`config.mk`:
```
export PLATFORM = sky130hd
export DESIGN_NAME = b2_scfifo_ctrl
export DESIGN_NICKNAME = d
export VERILOG_FILES = /design/src/rtl/b2_scfifo_ctrl.sv
export SDC_FILE = /design/constraint.sdc
export NUM_CORES = 1
export LEC_CHECK = 0
export ABC_AREA = 1
export BUFFER_PORTS_ARGS = -buffer_cell sky130_fd_sc_hd__buf_2
export CAP_MARGIN = 25
export CORE_ASPECT_RATIO = 0.5
export CORE_MARGIN = 2
export CORE_UTILIZATION = 39
export DETAILED_ROUTE_END_ITERATION = 10
export PLACE_DENSITY_LB_ADDON = 0.25
export SYNTH_ARGS = -nofsm -noshare
export SYNTH_HDL_FRONTEND = slang
export SYNTH_SLANG_ARGS = --single-unit
export TNS_END_PERCENT = 50
```
`constraint.sdc`:
```
create_clock -name clk_i -period 1.5 [get_ports clk_i]
set_clock_uncertainty 0.1 [all_clocks]
set_input_delay 0.225 -clock clk_i [delete_from_list [all_inputs] [get_ports clk_i]]
set_output_delay 0.225 -clock clk_i [all_outputs]
set_load 0.005 [all_outputs]
```
`src/rtl/b2_scfifo_ctrl.sv`:
```
// rtl/b2_scfifo_ctrl.sv - single-clock FIFO controller for an external registered-read RAM, normal or show-ahead mode
// Optional B2_SCFIFO_ERR_FLAGS_EN adds sticky ovf_o/unf_o request-error flags.
module b2_scfifo_ctrl #(
    parameter int AWIDTH             = 8,
    parameter int SHOWAHEAD          = 0,
    parameter int ALMOST_FULL_VALUE  = 2**AWIDTH-4,
    parameter int ALMOST_EMPTY_VALUE = 4
) (
    input  logic              clk_i,
    input  logic              srst_i,
    input  logic              wrreq_i,
    input  logic              rdreq_i,
    output logic              wr_ena_o,
    output logic [AWIDTH-1:0] wr_addr_o,
    output logic              rd_ena_o,
    output logic [AWIDTH-1:0] rd_addr_o,
    output logic              empty_o,
    output logic              full_o,
    output logic              almost_full_o,
    output logic              almost_empty_o,
`ifdef B2_SCFIFO_ERR_FLAGS_EN
    output logic              ovf_o,
    output logic              unf_o,
`endif
    output logic [AWIDTH:0]   usedw_o
);

    localparam logic [AWIDTH:0] DEPTH_W = {1'b1, {AWIDTH{1'b0}}};
    localparam logic [AWIDTH:0] ONE_W   = {{AWIDTH{1'b0}}, 1'b1};
    localparam logic [31:0]     AF_U    = ALMOST_FULL_VALUE;
    localparam logic [31:0]     AE_U    = ALMOST_EMPTY_VALUE;

    typedef enum logic [1:0] {EMPTY_ST, FETCH_ST, VALID_ST, FULL_ST} state_t;

    state_t            r_state;
    state_t            w_state_nxt;
    logic [AWIDTH-1:0] r_wr_addr;
    logic [AWIDTH-1:0] r_rd_addr;
    logic [AWIDTH:0]   r_usedw;
    logic [AWIDTH:0]   w_usedw_nxt;
    logic              r_empty;
    logic              r_full;
    logic              r_afull;
    logic              r_aempty;
    logic              w_wr_acc;
    logic              w_rd_acc;
    logic              w_rd_ena;

    assign w_wr_acc = wrreq_i & ~r_full  & ~srst_i;
    assign w_rd_acc = rdreq_i & ~r_empty & ~srst_i;

    always_comb begin
        w_usedw_nxt = r_usedw;
        if (w_wr_acc && !w_rd_acc)
            w_usedw_nxt = r_usedw + ONE_W;
        else if (w_rd_acc && !w_wr_acc)
            w_usedw_nxt = r_usedw - ONE_W;

        w_state_nxt = r_state;
        w_rd_ena    = 1'b0;
        if (SHOWAHEAD != 0) begin
            // usedw counts the word already on q, so RAM holds usedw-1 unread words
            case (r_state)
                EMPTY_ST: if (w_wr_acc) w_state_nxt = FETCH_ST;
                FETCH_ST: begin
                    w_rd_ena    = 1'b1;
                    w_state_nxt = (w_usedw_nxt == DEPTH_W) ? FULL_ST : VALID_ST;
                end
                VALID_ST: begin
                    if (w_rd_acc) begin
                        if (r_usedw > ONE_W)
                            w_rd_ena = 1'b1;
                        else
                            w_state_nxt = w_wr_acc ? FETCH_ST : EMPTY_ST;
                    end else if (w_usedw_nxt == DEPTH_W) begin
                        w_state_nxt = FULL_ST;
                    end
                end
                FULL_ST: begin
                    if (w_rd_acc) begin
                        w_rd_ena    = 1'b1;
                        w_state_nxt = VALID_ST;
                    end
                end
            endcase
        end else begin
            w_rd_ena = w_rd_acc;
        end
        if (srst_i) begin
            w_rd_ena    = 1'b0;
            w_state_nxt = EMPTY_ST;
        end
    end

    always_ff @(posedge clk_i) begin
        if (srst_i) begin
            r_state   <= EMPTY_ST;
            r_wr_addr <= '0;
            r_rd_addr <= '0;
            r_usedw   <= '0;
            r_empty   <= 1'b1;
            r_full    <= 1'b0;
            r_afull   <= 1'b0;
            r_aempty  <= (ALMOST_EMPTY_VALUE > 0);
        end else begin
            r_state   <= w_state_nxt;
            r_usedw   <= w_usedw_nxt;
            r_full    <= (w_usedw_nxt == DEPTH_W);
            r_afull   <= (32'(w_usedw_nxt) >= AF_U);
            r_aempty  <= (32'(w_usedw_nxt) <  AE_U);
            r_empty   <= (SHOWAHEAD != 0) ? (w_state_nxt == EMPTY_ST || w_state_nxt == FETCH_ST)
                                          : (w_usedw_nxt == '0);
            if (w_wr_acc)
                r_wr_addr <= r_wr_addr + 1'b1;
            if (w_rd_ena)
                r_rd_addr <= r_rd_addr + 1'b1;
        end
    end

`ifdef B2_SCFIFO_ERR_FLAGS_EN
    logic r_ovf;
    logic r_unf;

    always_ff @(posedge clk_i) begin
        if (srst_i) begin
            r_ovf <= 1'b0;
            r_unf <= 1'b0;
        end else begin
            if (wrreq_i && r_full)
                r_ovf <= 1'b1;
            if (rdreq_i && r_empty)
                r_unf <= 1'b1;
        end
    end

    assign ovf_o = r_ovf;
    assign unf_o = r_unf;
`endif

    assign wr_ena_o       = w_wr_acc;
    assign wr_addr_o      = r_wr_addr;
    assign rd_ena_o       = w_rd_ena;
    assign rd_addr_o      = r_rd_addr;
    assign empty_o        = r_empty;
    assign full_o         = r_full;
    assign almost_full_o  = r_afull;
    assign almost_empty_o = r_aempty;
    assign usedw_o        = r_usedw;

endmodule

```
# After elaboration in Yosys (flattened, before gate mapping)
# Cells that the tools add are included.
dict set report word_totals {
  inputBits 4
  reg_bits 29
  out_inout_bits 31
}
dict set report classes {
  eq_ne 1
  n_addsub 4
  n_lt_le_gt_ge 2
  muxes 3
  n_reduce_logical 5
  bitwise_logic 7
}
# op count
set op_table {}
lappend op_table {{$mux W9} 2}
lappend op_table {{$add A8 B1 Y8 const B} 2}
lappend op_table {{$add A9 B1 Y9 const B} 1}
lappend op_table {{$eq A9 B9 Y1 const B} 1}
lappend op_table {{$ge A9 B8 Y1 const B} 1}
lappend op_table {{$logic_not A9 Y1} 1}
lappend op_table {{$lt A9 B3 Y1 const B} 1}
lappend op_table {{$sub A9 B1 Y9 const B} 1}
lappend op_table {{$and A1 B1 Y1} 4}
lappend op_table {{$not A1 Y1} 3}
lappend op_table {{$logic_and A1 B1 Y1} 2}
lappend op_table {{$logic_not A1 Y1} 2}
lappend op_table {{$mux W1} 1}

# Logic depth before layout (Yosys ltp)
dict set report logic_depth {
  word_depth 8
  depth_mapped 12
  depth_no_buf 12
}

# Worst setup path after synthesis
# No wires, ideal clock.
dict set report synth_timing {
  kind {reg-to-reg}
  from {register r_usedw[0] (netlist: usedw_o[0])}
  to {register r_full (netlist: full_o)}
  synth_period_minus_slack_ns 1.596
  path_buffers 0
  arrival_time_ns 1.433
  slack_ns -0.096
  setup_time_ns 0.062
  path_stages_with_launch 11
  required_ns 1.338
  cell_sequence {dfxtp_1 -> ha_1 -> inv_1 -> nor3_2 -> xor2_1 -> nand2_1 -> nand2_1 -> nand2_1 -> nor2_2 -> nand2_1 -> nor2_2}
}
dict set report synth_between {
  elab_chain_cells 4
  word_cells_on_any_way 5
  classes_between {2 x add/sub; 1 x eq/ne; 2 x mux}
}
# item line_no
set synth_lines {}
lappend synth_lines {{start: declaration} 39} ;# logic [AWIDTH:0] r_usedw;
lappend synth_lines {{start signal: assignment} 107} ;# r_usedw <= w_usedw_nxt;
lappend synth_lines {{$sub A9 B1 Y9} 57} ;# w_usedw_nxt = r_usedw - ONE_W;
lappend synth_lines {{$mux W9} 56} ;# else if (w_rd_acc && !w_wr_acc)
lappend synth_lines {{$mux W9 (*)} 54} ;# if (w_wr_acc && !w_rd_acc)
lappend synth_lines {{$eq A9 B9 Y1 (*)} 108} ;# r_full <= (w_usedw_nxt == DEPTH_W);
lappend synth_lines {{end signal: assignment} 108}
lappend synth_lines {{end: declaration} 42} ;# logic r_full;
# Every way passes the cells marked *; elsewhere a longest branch is shown, timed or not.
# A chain may end at the register's enable or synchronous reset.

# Final worst setup path
dict set report layout_timing {
  from {register r_usedw[1] (netlist: usedw_o[1])}
  to {register r_aempty (netlist: almost_empty_o)}
}
dict set report layout_between {
  elab_chain_cells 4
  word_cells_on_any_way 5
  classes_between {2 x add/sub; 1 x order compare; 2 x mux}
}
# item line_no
set layout_lines {}
lappend layout_lines {{$sub A9 B1 Y9} 57}
lappend layout_lines {{$mux W9} 56}
lappend layout_lines {{$mux W9 (*)} 54}
lappend layout_lines {{$lt A9 B3 Y1 (*)} 110} ;# r_aempty <= (32'(w_usedw_nxt) < AE_U);
lappend layout_lines {{end signal: assignment} 104} ;# r_aempty <= (ALMOST_EMPTY_VALUE > 0);
lappend layout_lines {{end signal: assignment} 110}
lappend layout_lines {{end: declaration} 44} ;# logic r_aempty;
# Marked as above.

==> flow_results.xml <==
<?xml version="1.0" encoding="UTF-8"?>
<metrics>
  <group name="place">
    <metric name="gpl.final_weighted_congestion" unit="">0.795</metric>
    <metric name="portBuffers" unit="">34</metric>
    <metric name="post-place-cells" unit="">346</metric>
    <metric name="place_ws" unit="ns">-0.174</metric>
    <metric name="dp_hpwl" unit="um">2880</metric>
  </group>
  <group name="critical_path">
    <metric name="path_class" unit="">reg -&gt; reg</metric>
    <metric name="max_stage_delay" unit="ns">0.36</metric>
    <metric name="timing.critical_path.mode_cell" unit="">nand2_1</metric>
    <metric name="worstPathMaxFanout" unit="">4</metric>
    <metric name="critical_path_cell_list" unit="">inv_4 &gt; ha_4 &gt; nor3b_4 &gt; buf_4 &gt; nand4_1 &gt; nand2_1 &gt; nand2_2 &gt; a21oi_2 &gt; nand2_1 &gt; nand2_1</metric>
    <metric name="critPathCaptureType" unit="">flop</metric>
    <metric name="worst-path-buf-inv" unit="">2</metric>
    <metric name="critPathArrivalTime" unit="ns">1.77</metric>
    <metric name="cell_at_the_slowest_stage_of_the_critical_path" unit="">dfxtp_4</metric>
    <metric name="worst_path_dominant_cell_family" unit="">simple AND/OR/NAND/NOR gates</metric>
    <metric name="setup.worst_path.start_class" unit="">flop</metric>
    <metric name="worstPathRequired" unit="ns">1.63</metric>
  </group>
  <group name="floorplanning">
    <metric name="die_area" unit="um^2">4630</metric>
    <metric name="start_util" unit="%">40.6</metric>
    <metric name="row_cnt" unit="">16</metric>
    <metric name="die_h" unit="um">49.1</metric>
    <metric name="core-area" unit="um^2">3900</metric>
    <metric name="pin_count" unit="">35</metric>
    <metric name="chipWidth" unit="um">94.2</metric>
  </group>
  <group name="power">
    <metric name="power.internal" unit="uW">1530</metric>
    <metric name="p_seq_share" unit="%">39.3</metric>
    <metric name="cellPowerDensity" unit="nW/um^2">854</metric>
    <metric name="share_clk_of_total_power" unit="%">36.4</metric>
    <metric name="swShare" unit="%">28.3</metric>
    <metric name="total_switching_power" unit="uW">604</metric>
    <metric name="peakVddDrop" unit="mV">0.597</metric>
    <metric name="p_leak" unit="uW">0.00118</metric>
    <metric name="pwr-share-comb" unit="%">24.3</metric>
  </group>
  <group name="finish">
    <metric name="layout_common_cells" unit="">nand2_1 (42), buf_4 (41), buf_2 (34), dfxtp_1 (22), inv_1 (18)</metric>
    <metric name="layout.nets" unit="">317</metric>
    <metric name="final_common_cell" unit="">nand2_1</metric>
    <metric name="finalCoreUtilization" unit="%">64.0</metric>
    <metric name="drive_above_1_share" unit="%">49.7</metric>
    <metric name="antenna-diode-count" unit="">0</metric>
    <metric name="layout-area-overhead-vs-synth" unit="%">57.6</metric>
    <metric name="fin_cells" unit="">364</metric>
  </group>
  <group name="sta">
    <metric name="max_slew_margin" unit="%">85.5</metric>
    <metric name="totalNegativeSetupSlack" unit="ns">-0.979</metric>
    <metric name="finalMaxSlewViolations" unit="">0</metric>
    <metric name="rsz0062_at_grt" unit="">true</metric>
    <metric name="final-hold-violation-count" unit="">0</metric>
    <metric name="timing.fmax" unit="MHz">611</metric>
    <metric name="finalWorstPathRequiredPeriod" unit="ns">1.64</metric>
    <metric name="final_setup_margin" unit="ns">-0.138</metric>
    <metric name="final_min_period_over_clock_period" unit="%">109</metric>
    <metric name="worst_slew_pin_slew" unit="ns">0.218</metric>
    <metric name="worst_hold_slack" unit="ns">0.260</metric>
    <metric name="finalSetupViolCount" unit="">11</metric>
  </group>
  <group name="synth">
    <metric name="post_synth_edffs" unit="">0</metric>
    <metric name="mappedNetlistArea" unit="um^2">1590</metric>
    <metric name="combinational_family_with_the_most_area_after_synthesis" unit="">simple AND/OR/NAND/NOR gates</metric>
    <metric name="synth_compound_area_share" unit="%">8.83</metric>
    <metric name="postSynthRegisterBits" unit="">29</metric>
    <metric name="yosys.cell_types.count" unit="">31</metric>
    <metric name="synth.yosys.warnings" unit="">0</metric>
    <metric name="synth-simple-area-share" unit="%">42.5</metric>
    <metric name="synth_sequential_area_ratio" unit="%">36.6</metric>
    <metric name="mux_contribution_to_synthesized_area" unit="%">0</metric>
    <metric name="ys_async_sr_fraction" unit="%">0</metric>
    <metric name="synth-xor-area-share" unit="%">1.10</metric>
    <metric name="synth_ff_type" unit="">dfxtp_1</metric>
    <metric name="postSynthNetCount" unit="">230</metric>
    <metric name="synth-adder-area-share" unit="%">3.15</metric>
    <metric name="post_synthesis_instance_total" unit="">222</metric>
    <metric name="syn_area_per_cell" unit="um^2">7.15</metric>
  </group>
  <group name="routing">
    <metric name="routed_via_density" unit="">4.76</metric>
    <metric name="detailed_route_iter0_violations" unit="">46</metric>
    <metric name="number_of_antenna_violating_nets_in_the_routed_design" unit="">0</metric>
    <metric name="drt-wirelength-per-cell" unit="um">11.6</metric>
    <metric name="number_of_detailed_routing_iterations_run_before_antenna_repair" unit="">5</metric>
    <metric name="detailed_route_via_count" unit="">1731</metric>
    <metric name="detail_route.drc_violations" unit="">0</metric>
    <metric name="drt-total-wl" unit="um">4210</metric>
  </group>
  <group name="clock_tree">
    <metric name="cts_max_path_buffers" unit="">2</metric>
    <metric name="worst_skew_pair.late_latency" unit="ns">0.28</metric>
    <metric name="tritoncts_sinks" unit="">29</metric>
    <metric name="clk_pin_slew_worst_paths" unit="ns">0.06</metric>
    <metric name="cts_htree_levels" unit="">2</metric>
    <metric name="tritoncts.num_buffers" unit="">5</metric>
    <metric name="root_buffer" unit="">clkbuf_8</metric>
    <metric name="cts_tree" unit="">yes</metric>
  </group>
  <group name="global_route">
    <metric name="gr-total-overflow" unit="">0</metric>
    <metric name="global_route_wire_length_before_repair" unit="um">6510</metric>
    <metric name="grt_util_all_layers" unit="%">18.2</metric>
    <metric name="antenna_found_initial" unit="">0</metric>
    <metric name="grt_start_max_net_pins" unit="">13</metric>
    <metric name="via_count_of_the_first_global_routing_pass" unit="">1518</metric>
  </group>
  <group name="flow_run">
    <metric name="maxCapViolations" unit="">0</metric>
  </group>
  <group name="hold_path">
    <metric name="min_path_type" unit="">in -&gt; reg</metric>
  </group>
  <group name="outcome">
    <metric name="run_status" unit="">finished, violations left</metric>
    <metric name="failed_checks" unit="">setup timing</metric>
  </group>
</metrics>
## final timing paths
kind,from,endpoint,slack (ns),depth (start not counted)
setup / recovery,usedw_o[1],almost_empty_o,-0.14,10
setup reg to reg,usedw_o[1],almost_empty_o,-0.14,10
hold / removal,srst_i,empty_o,0.26,4
hold reg to reg,rd_addr_o[7],rd_addr_o[7],0.37,2
## registers in the layout, indices dropped and copies added (netlist names)
signal          count
usedw_o             9
rd_addr_o           8
wr_addr_o           8
almost_empty_o      1
almost_full_o       1
empty_o             1
full_o              1
## cell type report
cell class                      instances  area, um^2
Clock buffer                            8         111
Fill cell                             324        1400
Inverter                               29         116
Multi-Input combinational cell        162        1050
Sequential cell                        29         597
Tap cell                               54        67.6
Timing Repair Buffer                   82         557
## metrics by stage
step	total power [uW]	area [um^2]
6_report	2140	2500
5_1_grt	2230	2500
4_1_cts	2080	2340
3_5_place_dp	1280	2150
3_3_place_gp	1270	2150
2_1_floorplan	1090	1630
## worst register-to-register path: cells and delay by family, from the launching register on
kind,cells,cell delay (ns)
adders and majority gates,1,0.13
buffers and inverters,2,0.21
and+or+nand+nor,6,0.66
AOI/OAI and AO/OA,1,0.13
DFF,1,0.36
## Yosys cell counts, types with 3 or more instances
cell type	number	area, um^2
nand2_2	6	37.5
nor3_1	5	25.0
dfxtp_1	29	581
ha_1	4	50.1
nor2_1	23	86.3
o21ai_0	9	45.0
a21oi_1	13	65.1
nand3_1	20	100
nor2_4	3	33.8
nand2_1	50	188
nand4_1	6	37.5
nor2_2	3	18.8
inv_1	27	101
## what timing repair did
item / CTS / global route
pin swaps: 9 / 25
buffers inserted: 3 / 6
gates resized for setup: 15 / 40
hold endpoints to repair: 0 / 0
hold buffers: 0 / 0
setup endpoints to repair: 12 / 19
gates cloned: 1 / 0
## power by group through the flow
stage | clock [uW] | combinational (uW) | sequential (uW)
after floorplan | 0 | 233 | 862
after CTS | 792 | 452 | 840
final | 776 | 520 | 839
after global routing | 821 | 567 | 843
after detailed placement | 0 | 425 | 856
after global placement | 0 | 419 | 856
## layer usage
layer  vias to the layer above  track usage (%)  wire, um
li1                        895                -         -
met1                       798             23.0      1890
met2                        29             29.4      2090
met3                         9             4.33       139
met4                         0             8.45        93
met5                         -                0         0
## logic make-up (layout without fill, tap and decap cells)
group	after synthesis	after routing
buf+inv	32	119
compound gates	26	26
xor+xnor	2	2
simple gates	129	130
fa+ha+maj	4	4
flops	29	29
(Power assumes the default switching activity.)
